## src/rtl/norm_pkg.sv

```systemverilog
// Shared definitions for the normalizing shifter: count-width helper and the
// result payload at the default geometry (32-bit mantissa, 10-bit exponent).
package norm_pkg;

  localparam int unsigned MANT_W = 32;
  localparam int unsigned EXP_W  = 10;

  function automatic int unsigned cnt_width(input int unsigned w);
    return (w > 1) ? $clog2(w) : 1;
  endfunction

  typedef struct packed {
    logic [MANT_W-1:0]       mant;
    logic signed [EXP_W-1:0] exp;
    logic                    zero;
    logic                    uflow;
  } payload_t;

endpackage

```

## src/rtl/lzc.sv

```systemverilog
// Leading/trailing zero counter. MODE=1 counts from the MSB, MODE=0 from the LSB;
// empty_o flags an all-zero input (cnt_o is then 0).
module lzc
  import norm_pkg::*;
#(
  parameter int unsigned WIDTH = 32,
  parameter bit          MODE  = 1'b1
) (
  input  logic [WIDTH-1:0]            in_i,
  output logic [cnt_width(WIDTH)-1:0] cnt_o,
  output logic                        empty_o
);

  localparam int unsigned CntW = cnt_width(WIDTH);

  always_comb begin
    cnt_o   = '0;
    empty_o = 1'b1;
    for (int i = 0; i < WIDTH; i++) begin
      if (empty_o && in_i[MODE ? (WIDTH - 1 - i) : i]) begin
        cnt_o   = CntW'(i);
        empty_o = 1'b0;
      end
    end
  end

endmodule

```

## src/rtl/norm_shift.sv

```systemverilog
// Two-stage elastic normalizer: S1 captures the operand and its leading-zero
// count, S2 captures the left-justified mantissa and the adjusted exponent.
module norm_shift
  import norm_pkg::*;
#(
  parameter int unsigned WIDTH     = 32,
  parameter int unsigned EXP_WIDTH = 10
) (
  input  logic                        clk_i,
  input  logic                        rst_ni,
  input  logic                        flush_i,
  input  logic                        valid_i,
  output logic                        ready_o,
  input  logic [WIDTH-1:0]            mant_i,
  input  logic signed [EXP_WIDTH-1:0] exp_i,
  output logic                        valid_o,
  input  logic                        ready_i,
  output logic [WIDTH-1:0]            mant_o,
  output logic signed [EXP_WIDTH-1:0] exp_o,
  output logic                        zero_o,
  output logic                        uflow_o
);

  localparam int unsigned CntW = cnt_width(WIDTH);

  logic                        s1Valid_q, s1Valid_d;
  logic [WIDTH-1:0]            s1Mant_q;
  logic signed [EXP_WIDTH-1:0] s1Exp_q;
  logic [CntW-1:0]             s1Cnt_q;
  logic                        s1Zero_q;

  logic                        s2Valid_q, s2Valid_d;
  logic [WIDTH-1:0]            mant_q, mant_d;
  logic signed [EXP_WIDTH-1:0] exp_q, exp_d;
  logic                        zero_q, zero_d;
  logic                        uflow_q, uflow_d;

  logic            s1Advance, s2Advance, s1Load, s2Load;
  logic [CntW-1:0] lzCnt;
  logic            lzEmpty;
  logic [EXP_WIDTH:0] expExt, cntExt, expDiff;

  lzc #(
    .WIDTH (WIDTH),
    .MODE  (1'b1)
  ) u_lzc (
    .in_i    (mant_i),
    .cnt_o   (lzCnt),
    .empty_o (lzEmpty)
  );

  // A stage may accept new contents when it is empty or is being drained this cycle.
  always_comb begin
    s2Advance = !s2Valid_q || ready_i;
    s1Advance = !s1Valid_q || s2Advance;
    s1Load    = s1Advance && valid_i && !flush_i;
    s2Load    = s2Advance && s1Valid_q && !flush_i;
    s1Valid_d = flush_i ? 1'b0 : (s1Advance ? valid_i : s1Valid_q);
    s2Valid_d = flush_i ? 1'b0 : (s2Advance ? s1Valid_q : s2Valid_q);
  end

  assign ready_o = s1Advance;

  // Exponent is adjusted one bit wider so a wrap past the most negative value is visible.
  always_comb begin
    expExt  = {s1Exp_q[EXP_WIDTH-1], s1Exp_q};
    cntExt  = (EXP_WIDTH + 1)'(s1Cnt_q);
    expDiff = expExt - cntExt;
    mant_d  = s1Mant_q << s1Cnt_q;
    zero_d  = s1Zero_q;
    exp_d   = s1Zero_q ? s1Exp_q : expDiff[EXP_WIDTH-1:0];
    uflow_d = !s1Zero_q && expDiff[EXP_WIDTH] && !expDiff[EXP_WIDTH-1];
  end

  always_ff @(posedge clk_i or negedge rst_ni) begin
    if (!rst_ni) begin
      s1Valid_q <= 1'b0;
      s1Mant_q  <= '0;
      s1Exp_q   <= '0;
      s1Cnt_q   <= '0;
      s1Zero_q  <= 1'b0;
    end else begin
      s1Valid_q <= s1Valid_d;
      if (s1Load) begin
        s1Mant_q <= mant_i;
        s1Exp_q  <= exp_i;
        s1Cnt_q  <= lzCnt;
        s1Zero_q <= lzEmpty;
      end
    end
  end

  always_ff @(posedge clk_i or negedge rst_ni) begin
    if (!rst_ni) begin
      s2Valid_q <= 1'b0;
      mant_q    <= '0;
      exp_q     <= '0;
      zero_q    <= 1'b0;
      uflow_q   <= 1'b0;
    end else begin
      s2Valid_q <= s2Valid_d;
      if (s2Load) begin
        mant_q  <= mant_d;
        exp_q   <= exp_d;
        zero_q  <= zero_d;
        uflow_q <= uflow_d;
      end
    end
  end

  assign valid_o = s2Valid_q;
  assign mant_o  = mant_q;
  assign exp_o   = exp_q;
  assign zero_o  = zero_q;
  assign uflow_o = uflow_q;

endmodule

```

## config.mk

```make
export PLATFORM = sky130hd
export DESIGN_NAME = norm_shift
export DESIGN_NICKNAME = d
export VERILOG_FILES = /design/src/rtl/norm_pkg.sv /design/src/rtl/lzc.sv /design/src/rtl/norm_shift.sv
export SDC_FILE = /design/constraint.sdc
export NUM_CORES = 1
export LEC_CHECK = 0
export BUFFER_PORTS_ARGS = -buffer_cell sky130_fd_sc_hd__buf_2
export CAP_MARGIN = 20
export CORE_ASPECT_RATIO = 0.6
export CORE_UTILIZATION = 50
export CTS_BUF_LIST = sky130_fd_sc_hd__clkbuf_4 sky130_fd_sc_hd__clkbuf_8
export DETAILED_ROUTE_END_ITERATION = 7
export GPL_TIMING_DRIVEN = 0
export HOLD_SLACK_MARGIN = 0.03
export PLACE_DENSITY = 0.76
export SKIP_CTS_REPAIR_TIMING = 1
export SYNTH_ARGS = -nofsm -noshare
export SYNTH_HDL_FRONTEND = slang
export SYNTH_SLANG_ARGS = --single-unit
```

## constraint.sdc

```tcl
create_clock -name clk_i -period 4.25 [get_ports clk_i]
set_input_delay 0.2125 -clock clk_i [delete_from_list [all_inputs] [get_ports clk_i]]
set_output_delay 0.2125 -clock clk_i [all_outputs]
set_load 0.01 [all_outputs]
```

==> results.py <==
metrics = {
    "final_layout": {
        "final_instance_count_excl_fillers": 872,
        "area_growth_pct": 16.0,
        "nets": 781,
        "post_route_cells_drive_above_1_share_pct": 22.0,
        "final_core_utilization_pct": 61.4,
        "diodes_inserted": 0,
        "postLayoutCellArea_um2": 6680,
    },
    "floorplan": {
        "floorplan.die_area_um2": 12000,
        "floorplan.initialDensity_pct": 52.9,
        "design.portCount": 93,
        "coreArea_um2": 10900,
        "die_width_um": 141,
        "die-height_um": 85.1,
        "fp-row-count": 29,
    },
    "synthesis": {
        "mappedNetlistArea_um2": 5760,
        "synth-seq-area-share_pct": 40.8,
        "syn_area_per_cell_um2": 9.29,
        "synthMostInstantiatedCell": "sky130_fd_sc_hd__nand2_1",
        "post_synthesis_cell_count": 620,
        "synth-warning-count": 0,
        "mappedNetlistNets": 673,
        "largest_cells_by_area_after_synthesis": "sky130_fd_sc_hd__dfrtp_1 41%, sky130_fd_sc_hd__nand2_1 11%, sky130_fd_sc_hd__mux4_2 7.8%",
        "synth-seq-cells": 94,
        "share_of_async_settable_or_async_resettable_flops_after_synthesis_pct": 100,
        "synth.distinct_cells": 70,
        "synth_enable_flop_cells": 0,
        "synth_area_leader_cell": "sky130_fd_sc_hd__dfrtp_1",
        "synthDominantCellAreaShare_pct": 40.8,
        "synthFlopType": "sky130_fd_sc_hd__dfrtp_1",
        "netlist_top_cells_count": "162 x sky130_fd_sc_hd__nand2_1, 94 x sky130_fd_sc_hd__dfrtp_1, 38 x sky130_fd_sc_hd__nor2_1",
    },
    "timing": {
        "post-route-min-period_ns": 3.05,
        "fin_tns_setup_ns": 0,
        "grt_setup_unrepaired": "no",
        "worst_case_setup_margin_in_the_final_layout_ns": 1.20,
        "finalHoldViolations": 0,
        "clock_skew_ns": 0.0168,
        "fmax_mhz": 328,
        "final_clock_period_utilization_by_the_worst_path_pct": 71.8,
        "report.final.setup_viol": 0,
        "whs_ns": 0.0194,
        "max-slew-margin-rel_pct": 54.3,
        "max_slew.worst_pin.slew_ns": 0.686,
        "finalMaxSlewViolations": 0,
    },
    "routing": {
        "drt_wl_total_um": 18000,
        "drtIter0Drc": 688,
        "wire_per_inst_um": 20.6,
        "routed_via_density": 6.21,
        "routed-via-count": 5415,
        "drc": 0,
        "drt.antenna.violating_nets": 0,
        "dr.pass1.iters": 5,
    },
    "cts": {
        "tritoncts": "yes",
        "clockBufferDepth": 2,
        "clock_sink_count": 94,
        "worst_skew_pair.late_latency_ns": 0.38,
        "cts_root_buffer": "sky130_fd_sc_hd__clkbuf_8",
        "clk_pin_slew_worst_paths_ns": 0.10,
        "cts-buffers-inserted": 9,
        "htree_levels": 3,
    },
    "pwr": {
        "static-leakage-power_nw": 3.16,
        "ir_drop_mv": 0.174,
        "pwr_density_cell_nw_per_um2": 438,
        "total_power_mw": 2.93,
    },
    "global_routing": {
        "grt_use_total_pct": 31.6,
        "grt.overflow.total": 0,
        "antenna_found_initial": 0,
        "grt_pass1_wl_um": 28700,
        "grt_max_degree": 50,
        "via_count_of_the_first_global_routing_pass": 5276,
    },
    "placement": {
        "port_buffers": 92,
        "cell_count_after_placement": 852,
        "dp_hpwl_um": 13800,
        "pre_cts_slack_ns": 1.22,
        "placement.cell_area_um2": 6420,
        "finalWeightedCongestion": 0.921,
    },
    "setup_path": {
        "worst-setup-path-type": "reg -> reg",
        "critical_path_end_type": "register",
        "timing.critical_path.fanout_max": 10,
        "crit_path_start_kind": "register",
        "timing.critical_path.required_ns": 4.55,
        "arrival_ns": 3.36,
    },
    "outcome": {
        "outcome": "finished clean",
    },
    "worst_hold_path": {
        "holdCritPathClass": "in -> reg",
    },
    "flow_run": {
        "timing.max_cap.violations": 0,
    },
}
## layout make-up
cell class,instances,area (um2)
Multi-Input combinational cell,474,3170
Tap cell,139,174
Fill cell,944,4210
Clock buffer,10,138
Clock inverter,6,77.6
Buffer,39,193
Inverter,13,48.8
Timing Repair Buffer,97,531
Sequential cell,94,2350
## flip-flops by register name, summed over array words and instances (netlist names)
signal	flops
s1Mant_q	32
mant_o	32
s1Cnt_q	5
s1Exp_q	10
s1Valid_q	1
valid_o	1
s1Zero_q	1
exp_o	10
uflow_o	1
zero_o	1
## routing by layer
layer | vias up | routed length, um | GRT usage (%) | share of wire [%]
met5 | - | 0 | 0 | 0
met4 | 0 | 233 | 7.61 | 1.3
met3 | 30 | 1700 | 8.01 | 9.4
met2 | 294 | 7440 | 46.3 | 41
met1 | 2637 | 8610 | 47.1 | 48
li1 | 2454 | - | - | -
## report_power, final
part	leakage, nW	internal, mW	total (mW)	switching, mW
Clock	0.107	0.300	0.660	0.361
Combinational	1.87	0.458	1.06	0.599
Sequential	1.18	1.06	1.21	0.143
## cell usage in the layout (no fill, tap or decap), types with 5 or more instances in the layout
cell and n:
sky130_fd_sc_hd__buf_2 101, sky130_fd_sc_hd__o21ai_0 26, sky130_fd_sc_hd__inv_1 10, sky130_fd_sc_hd__clkbuf_8 10
sky130_fd_sc_hd__mux4_2 20, sky130_fd_sc_hd__clkbuf_1 21, sky130_fd_sc_hd__dfrtp_1 94, sky130_fd_sc_hd__a21oi_1 30
sky130_fd_sc_hd__o221ai_1 5, sky130_fd_sc_hd__nor3_1 15, sky130_fd_sc_hd__or4_1 6, sky130_fd_sc_hd__mux2i_1 28
sky130_fd_sc_hd__nand2b_1 5, sky130_fd_sc_hd__ha_1 5, sky130_fd_sc_hd__o31ai_1 7, sky130_fd_sc_hd__o21a_1 7
sky130_fd_sc_hd__nand2_1 162, sky130_fd_sc_hd__a22o_1 8, sky130_fd_sc_hd__nand3_1 12, sky130_fd_sc_hd__o21ai_1 9
sky130_fd_sc_hd__mux4_1 5, sky130_fd_sc_hd__and3_1 5, sky130_fd_sc_hd__nor2_1 38, sky130_fd_sc_hd__nor2b_1 6
## final timing paths
kind / start / to / slack (ns) / cells after the start
min in group asynchronous: rst_ni / s1Exp_q[5] / 0.38 / 2
hold reg to reg: exp_o[0] / exp_o[0] / 0.49 / 2
setup / recovery: s1Cnt_q[2] / exp_o[8] / 1.20 / 10
max in group asynchronous: rst_ni / s1Mant_q[8] / 3.19 / 3
setup reg to reg: s1Cnt_q[2] / exp_o[8] / 1.20 / 10
hold / removal: exp_i[2] / s1Exp_q[2] / 0.02 / 3
## worst max-delay path, stage by stage, from the launching register on
cell and delay, ns:
sky130_fd_sc_hd__dfrtp_1 0.36, sky130_fd_sc_hd__buf_2 0.21, sky130_fd_sc_hd__inv_1 0.24, sky130_fd_sc_hd__buf_2 0.31, sky130_fd_sc_hd__buf_2 0.30, sky130_fd_sc_hd__ha_1 0.31
sky130_fd_sc_hd__nor2b_1 0.16, sky130_fd_sc_hd__o21a_1 0.20, sky130_fd_sc_hd__o21a_1 0.23, sky130_fd_sc_hd__or4_1 0.47, sky130_fd_sc_hd__a31oi_1 0.18
## logic make-up after synthesis
logic type / synth area share [%]
and+or+nand+nor: 21.3
buffers and inverters: 4.19
muxes: 16.2
AOI/OAI and AO/OA: 15.6
DFF: 40.8
xor gates and xnor gates: 0.456
adders and majority gates: 1.43
No activity file was read; power rests on OpenSTA's default activity.
